## src/rtl/alu_arb_pkg.sv

```systemverilog
// Shared types and constants for the ALU request arbiter.
package alu_arb_pkg;
    localparam int NUM_REQ = 2;
    localparam int CNT_W   = 3;

    typedef enum logic [1:0] {
        IDLE = 2'd0,
        BUSY = 2'd1,
        RESP = 2'd2
    } state_t;
endpackage

```

## src/rtl/rr_arbiter2.sv

```systemverilog
// Two-way round-robin grant: a lone requester wins, a tie goes to the one
// that did not win last time. Purely combinational.
module rr_arbiter2 (
    input  logic [1:0] req,
    input  logic [0:0] last,
    output logic [1:0] gnt
);
    always_comb begin
        gnt = req;
        if (req == 2'b11)
            gnt = last[0] ? 2'b01 : 2'b10;
    end
endmodule

```

## src/rtl/alu_arbiter.sv

```systemverilog
// Shares one clocked ALU between the execute path (req 0) and the
// branch/address-compare path (req 1), returning results over valid/ready.
module alu_arbiter
    import alu_arb_pkg::*;
#(
    parameter int ALU_LAT = 1,
    parameter int XLEN    = 32
) (
    input  logic                          clk,
    input  logic                          rst_n,
    input  logic [NUM_REQ-1:0]            req_valid,
    output logic [NUM_REQ-1:0]            req_ready,
    input  logic [NUM_REQ-1:0][XLEN-1:0]  req_rs1,
    input  logic [NUM_REQ-1:0][XLEN-1:0]  req_rs2,
    input  logic [NUM_REQ-1:0][2:0]       req_funct3,
    input  logic [NUM_REQ-1:0]            req_funct7,
    output logic [NUM_REQ-1:0]            rsp_valid,
    input  logic [NUM_REQ-1:0]            rsp_ready,
    output logic [XLEN-1:0]               rsp_rd,
    output logic                          rsp_z,
    output logic [XLEN-1:0]               alu_rs1,
    output logic [XLEN-1:0]               alu_rs2,
    output logic [2:0]                    alu_funct3,
    output logic                          alu_funct7,
    input  logic [XLEN-1:0]               alu_rd,
    input  logic                          alu_z
);
    state_t             r_state;
    logic [CNT_W-1:0]   r_cnt;
    logic               r_grant;
    logic               r_last;
    logic [XLEN-1:0]    r_alu_rs1;
    logic [XLEN-1:0]    r_alu_rs2;
    logic [2:0]         r_alu_funct3;
    logic               r_alu_funct7;
    logic [XLEN-1:0]    r_rsp_rd;
    logic               r_rsp_z;

    logic [1:0]         w_gnt;
    logic               w_idx;
    logic               w_acc;

    rr_arbiter2 u_rr (
        .req  (req_valid),
        .last (r_last),
        .gnt  (w_gnt)
    );

    // Ready is gated by rst_n so it reads zero while reset is held.
    assign req_ready = (r_state == IDLE && rst_n) ? w_gnt : '0;
    assign w_idx     = w_gnt[1];
    assign w_acc     = |(req_valid & req_ready);
    assign rsp_valid = (r_state == RESP) ? (r_grant ? 2'b10 : 2'b01) : 2'b00;

    assign alu_rs1    = r_alu_rs1;
    assign alu_rs2    = r_alu_rs2;
    assign alu_funct3 = r_alu_funct3;
    assign alu_funct7 = r_alu_funct7;
    assign rsp_rd     = r_rsp_rd;
    assign rsp_z      = r_rsp_z;

    always_ff @(posedge clk or negedge rst_n) begin
        if (!rst_n) begin
            r_state      <= IDLE;
            r_cnt        <= '0;
            r_grant      <= 1'b0;
            r_last       <= 1'b1;
            r_alu_rs1    <= '0;
            r_alu_rs2    <= '0;
            r_alu_funct3 <= '0;
            r_alu_funct7 <= 1'b0;
            r_rsp_rd     <= '0;
            r_rsp_z      <= 1'b0;
        end else begin
            case (r_state)
                IDLE: if (w_acc) begin
                    r_alu_rs1    <= req_rs1[w_idx];
                    r_alu_rs2    <= req_rs2[w_idx];
                    r_alu_funct3 <= req_funct3[w_idx];
                    r_alu_funct7 <= req_funct7[w_idx];
                    r_grant      <= w_idx;
                    r_last       <= w_idx;
                    r_cnt        <= CNT_W'(ALU_LAT);
                    r_state      <= BUSY;
                end
                // Counts ALU_LAT down to 0, so BUSY spans ALU_LAT+1 cycles.
                BUSY: if (r_cnt == '0) begin
                    r_rsp_rd <= alu_rd;
                    r_rsp_z  <= alu_z;
                    r_state  <= RESP;
                end else begin
                    r_cnt <= r_cnt - 1'b1;
                end
                RESP: if (rsp_ready[r_grant])
                    r_state <= IDLE;
                default: r_state <= IDLE;
            endcase
        end
    end
endmodule

```

## config.mk

```make
export PLATFORM = sky130hd
export DESIGN_NAME = alu_arbiter
export DESIGN_NICKNAME = d
export VERILOG_FILES = /design/src/rtl/alu_arb_pkg.sv /design/src/rtl/rr_arbiter2.sv /design/src/rtl/alu_arbiter.sv
export SDC_FILE = /design/constraint.sdc
export NUM_CORES = 1
export LEC_CHECK = 0
export CAP_MARGIN = 5
export CORE_MARGIN = 1.5
export CORE_UTILIZATION = 30
export CTS_CLUSTER_DIAMETER = 30
export CTS_CLUSTER_SIZE = 40
export DETAILED_ROUTE_END_ITERATION = 10
export PLACE_DENSITY = 0.67
export SLEW_MARGIN = 20
export SYNTH_ARGS = -nofsm -noshare
export SYNTH_HDL_FRONTEND = slang
export SYNTH_SLANG_ARGS = --single-unit
```

## constraint.sdc

```tcl
create_clock -name clk -period 3.1 [get_ports clk]
set_clock_uncertainty 0.1 [all_clocks]
set_input_delay 0.465 -clock clk [delete_from_list [all_inputs] [get_ports clk]]
set_output_delay 0.465 -clock clk [all_outputs]
set_load 0.01 [all_outputs]
```

==> flow_summary.json <==
{
  "status": "finished clean",
  "tns_ns": 0,
  "tightest_slew_ns": 0.730,
  "wl_per_cell_um": 18.3,
  "r2r_end": "alu_rs2[0]",
  "grt_pass1_wl_mm": 23.6,
  "rsz0062_at_grt": "false",
  "slew_violations": 0,
  "crit_path_start": "r_state[1]",
  "r2r_slack_ns": 0.95,
  "postCtsHoldBufs": 0,
  "p_leak_nw": 3.04,
  "cts_sinks": 108,
  "layout_commonest_cell": "clkdlybuf4s50_1",
  "crit_path_top_delay_cell": "clkdlybuf4s50_1",
  "cts_tree": "yes",
  "root_buffer": "clkbuf_16",
  "cp.required_ns": 2.53,
  "synthTopCellsByArea": "dfrtp_1 57%, a2bb2oi_1 13%, o32ai_1 13%",
  "startpoint_type": "flop",
  "seq_area_frac_synth": 0.574,
  "io_pins": 280,
  "yosysTopAreaCell": "dfrtp_1",
  "crit_type": "flop to primary output",
  "max_slew_margin": 0.514,
  "grt_max_degree": 72,
  "path_clk_slew_ns": 0.07,
  "cts_setup_buffers": 0,
  "dp_hpwl_mm": 10.7,
  "vias": 4178,
  "insertion_delay_ns": 0.35,
  "core_area_mm2": 0.0153,
  "cp_max_fo": 5,
  "synth_cell_types": 27,
  "drtPass1Iterations": 6,
  "ys_warn_count": 0,
  "ys_async_sr_fraction": 1.00,
  "ys_ff_latch": 108,
  "drt-vias-per-instance": 5.07,
  "crit_path_max_incr_delay_ns": 0.63,
  "cts_buffers": 9,
  "drv_cap": 0,
  "hold_violations": 0,
  "syn-num-nets": 529,
  "min_period_ns": 2.64,
  "worst_ep_arrival_time_ns": 2.08,
  "power.density_mw_per_mm2": 914,
  "gr-total-overflow": 0,
  "drive_gt1_frac": 0.106,
  "cts_resized": 0,
  "final_nets": 786,
  "drt.antenna.violating_nets": 0,
  "gp_congestion": 0.761,
  "netlist_area_mm2": 0.00471,
  "die-area_mm2": 0.0165,
  "cp.buffers_inverters": 1,
  "r2r-start": "r_state[1]",
  "grt_pass1_vias": 4518,
  "endpoint_kind": "primary output",
  "drt-total-wl_mm": 15.1,
  "num_antenna_cells": 0,
  "drt_iter0_drc": 174,
  "synth_top_area_frac": 0.569,
  "start_util": 0.309,
  "power.total_mw": 7.27,
  "antenna_found_initial": 0,
  "finalSetupViolations": 0,
  "avgSynthCellArea_um2": 13.4,
  "syn-instance-count": 352,
  "mostFrequentLayoutCells": "278 x clkdlybuf4s50_1, 107 x dfrtp_1, 68 x o32ai_1, 68 x a2bb2oi_1, 33 x mux2_2",
  "max_freq_mhz": 378,
  "drc": 0,
  "dieWidth_um": 128,
  "cts_buffer_depth": 2,
  "chipHeight_um": 128,
  "num_rows": 45,
  "fin_crit_sh": 0.853,
  "port_buffers": 279,
  "htree_levels": 3,
  "hold_class": "input port to async pin",
  "path_cells": "nor3b_4 > nor3b_2 > clkdlybuf4s50_1",
  "vdd_drop_max_mv": 0.540,
  "path_depth": 3,
  "area_delta_synth_final_pct": 68.9,
  "synth_enable_flop_cells": 0,
  "reg2reg_depth": 5,
  "grt_usage": 0.185,
  "synth_ff_type": "dfrtp_1",
  "crit_family": "simple AND/OR/NAND/NOR gates"
}
Yosys cell counts, types with 2 or more instances:
| library cell | number |
|---|---|
| dfrtp_1 | 107 |
| buf_6 | 5 |
| buf_2 | 25 |
| nor2_1 | 3 |
| a21oi_1 | 3 |
| inv_1 | 3 |
| a2bb2oi_1 | 68 |
| o22ai_1 | 2 |
| nand2_1 | 4 |
| nor3b_2 | 2 |
| mux2_2 | 33 |
| nand2b_1 | 3 |
| ha_1 | 2 |
| clkbuf_1 | 12 |
| o32ai_1 | 68 |
state kept, by name (all words and copies together) (netlist names):
register,flops
r_state,2
r_grant,1
r_cnt,3
alu_rs1,32
alu_funct7,1
r_last,1
alu_rs2,32
rsp_z,1
alu_funct3,3
rsp_rd,32
area by class of cell:
cell class                 count  area, um2
clock buffer                  11        233
clock inverter                 4       75.1
fill                        1333       7300
inverter                       4       15.0
multi-input combinational    197       1770
sequential                   108       2700
tap                          211        264
timing repair buffer         289       2890
power breakdown:
group	leakage, nW	switching (mW)	internal, mW
clock network	0.142	0.505	0.704
registers	1.21	0.388	2.11
logic	1.70	1.43	2.13
total	3.04	2.33	4.94
kinds of logic (layout without fill, tap and decap cells):
kind of cell / after synthesis / in the layout / share of synthesized area
adder cells (fa/ha/maj): 2 / 2 / 0.00531
multiplexers: 33 / 33 / 0.0789
buffers and inverters: 47 / 308 / 0.0523
AO/OA/AOI/OAI: 146 / 146 / 0.268
AND/OR/NAND/NOR: 16 / 16 / 0.0215
flip-flops: 108 / 108 / 0.574
per-stage QoR:
stage	worst slack (ns)	util	hold slack [ns]	instances	area, um2
detailed placement	0.544	0.501	0.393	809	7650
floorplan	1.28	-	0.0694	352	4710
global placement	0.578	0.501	0.387	809	7650
finish	0.456	0.521	0.182	824	7960
global route	0.321	0.521	0.254	824	7960
CTS	0.402	0.521	0.214	824	7960
worst reg2reg max path: stages (launching register included):
cell,delay [ns]
dfrtp_1,0.45
nor3b_4,0.35
buf_4,0.38
o21a_2,0.24
buf_12,0.31
a2bb2oi_1,0.24
layer usage:
metal | track usage | up-vias | share of wire
li1 | - | 1943 | -
met1 | 0.210 | 2032 | 0.39
met3 | 0.0676 | 26 | 0.088
met2 | 0.318 | 177 | 0.49
met4 | 0.0714 | 0 | 0.023
met5 | 0 | - | 0
how the worst max path moves through the flow:
stage	slack, ns	endpoint
after floorplan	1.28	req_ready[1]
after global placement	0.58	req_ready[0]
after detailed placement	0.54	req_ready[0]
after CTS	0.40	req_ready[0]
after global routing	0.32	req_ready[0]
final	0.46	req_ready[0]
Note: power is estimated with default switching activity, not from simulation.
==> patch (same settings) <==
Change the parameter `XLEN` from 32 to 64.
--- a/src/rtl/alu_arbiter.sv
+++ b/src/rtl/alu_arbiter.sv
@@ -4,7 +4,7 @@
     import alu_arb_pkg::*;
 #(
     parameter int ALU_LAT = 1,
-    parameter int XLEN    = 32
+    parameter int XLEN    = 64
 ) (
     input  logic                          clk,
     input  logic                          rst_n,
Ports: changed (6 resized); port bits go from 280 to 536. No check against the original RTL was run, so the function may have changed too.
==> patch against the original RTL <==
Register-to-register slack gained 0.20 ns; non-clock buffer count increased by 258; first-iteration DRC count rose to 2.6 times the old value; largest cell class unchanged; power increased by 140%; sequential cell count grew 96; area after synthesis increased by 91%; cell area increased by 110%; routed wire length rose by 130%; worst setup slack worse by 0.26 ns; combinational power rose by 100%; clock power grew to 4.8 times the old value; maximum frequency is 8.8% lower; via count is 98% higher.
==> patch: results (changes against the original RTL) <==
hold_path:
  hold_path_class: "input port to async pin"
route:
  num_vias: 8284  # +98%
  wirelength_mm: 35.5  # +130%
  routed-wl-met3_mm: 3.07  # +130%
  met1_length_mm: 13.7  # +130%
  wl_met2_mm: 17.9  # +140%
  dr.pass1.iters: 4  # -2
  first_iter_violations: 450  # +160%
outcome:
  status: "finished clean"
global_route:
  grt_max_degree: 136  # +89%
  grt_antenna_before_repair: 0  # unchanged
  use_met1_pct: 26.8  # +5.8 points
  grt_use_met3_pct: 6.46  # -0.30 points
  groute.layer.met2.usage_pct: 37.5  # +5.7 points
  grt_usage_pct: 22.0  # +3.5 points
  grt_pass1_wl_mm: 52.8  # +120%
  grt_pass1_vias: 8604  # +90%
worst_setup_path:
  r2r_slack_ns: 1.15  # +0.20 ns
  max_stage_delay_ns: 0.60  # -0.03 ns
  slowest_stage: "clkdlybuf4s50_1"
  critPathTopFamily: "buffers and inverters"
  crit_start: "rst_n"
  crit_arrival_ns: 2.33  # +0.25 ns
  crit_fanout: 33  # +28
  r2r-start: "r_last"
  setup.worst_path.end: "req_ready[0]"
  r2r-end: "alu_rs2[54]"
  rr_worst_depth: 4  # -1
placement:
  post-place-ws_ns: 0.478  # -0.0658 ns
  dpl.hpwl_mm: 23.9  # +120%
  numPortBuffers: 535  # +92%
  gp_congestion: 0.826  # +8.6%
yosys:
  async_flop_share_pct: 100  # unchanged
  yosys_warnings: 0  # unchanged
  synthTopCellsByCount: "dfrtp_1 (203), o32ai_1 (132), a2bb2oi_1 (94), mux2_2 (65)"
  synth_cell_type_count: 30  # +11%
  synthTopCellsByArea: "dfrtp_1 (56%), o32ai_1 (13%), a2bb2oi_1 (9.1%)"
  synth_nets: 985  # +86%
  ys_seq_area_share_pct: 56.7  # -0.68 points
  ys.flop_type: "dfrtp_1"
clock_tree:
  h-tree-depth: 2  # -1
  numCtsBuffers: 51  # +42
  path_clk_slew_ns: 0.05  # -0.02 ns
  cts-root-buf: "clkbuf_16"
  post-cts-setup-buffer-count: 0  # unchanged
  clock_latency_ns: 0.53  # +0.18 ns
  clockBufferDepth: 3  # +1
pwr:
  combinationalPowerShare_pct: 40.1  # -8.9 points
  clock_power_share_pct: 32.8  # +16 points
  power_w: 0.0178  # +140%
  ir_drop_mv: 0.508  # -6.1%
  intPower_w: 0.0123  # +150%
  power_leakage_nw: 6.38  # +110%
sta:
  fin_crit_ns: 2.90  # +0.256 ns
  holdWs_ns: 0.331  # +0.148 ns
  tightest_slew_ns: 0.786  # +0.0565 ns
layout:
  nets: 1503  # +91%
  num_antenna_cells: 0  # unchanged
  drive_gt1_share_pct: 17.9  # +7.3 points
## patch: cell count changes after synthesis, sizes merged, moves of 2 or more
cell	change
o32ai	+64
dfrtp	+96
mux2	+32
a21oi	-2
clkbuf	+25
buf	+14
a2bb2oi	+64
## patch: metrics by stage
step                area [um^2]  cells
floorplan                  9000    648
global placement          14600   1502
global route              16600   1598
CTS                       16600   1598
finish                    16600   1598
detailed placement        14600   1502
## patch: timing repair
action	CTS	global route
hold endpoints to repair	29	0
hold buffers	1	0
resized for setup	0	0
## patch: final cells by class
type / count / area, um^2
inverters: 4 / 17.5
multi-input cells: 358 / 3500
flip-flops and latches: 204 / 5110
clock buffers: 58 / 1360
well taps: 390 / 488
clock inverters: 37 / 546
fillers: 2451 / 13000
repair buffers: 547 / 5540
## patch: cell families (layout without fill, tap and decap cells)
group,Yosys count,after routing,share of synthesized area (%)
compound gates,273,273,29.1
fa+ha+maj,2,2,0.278
buf+inv,86,646,4.63
flops,204,204,56.7
mux,65,65,8.13
simple gates,18,18,1.13
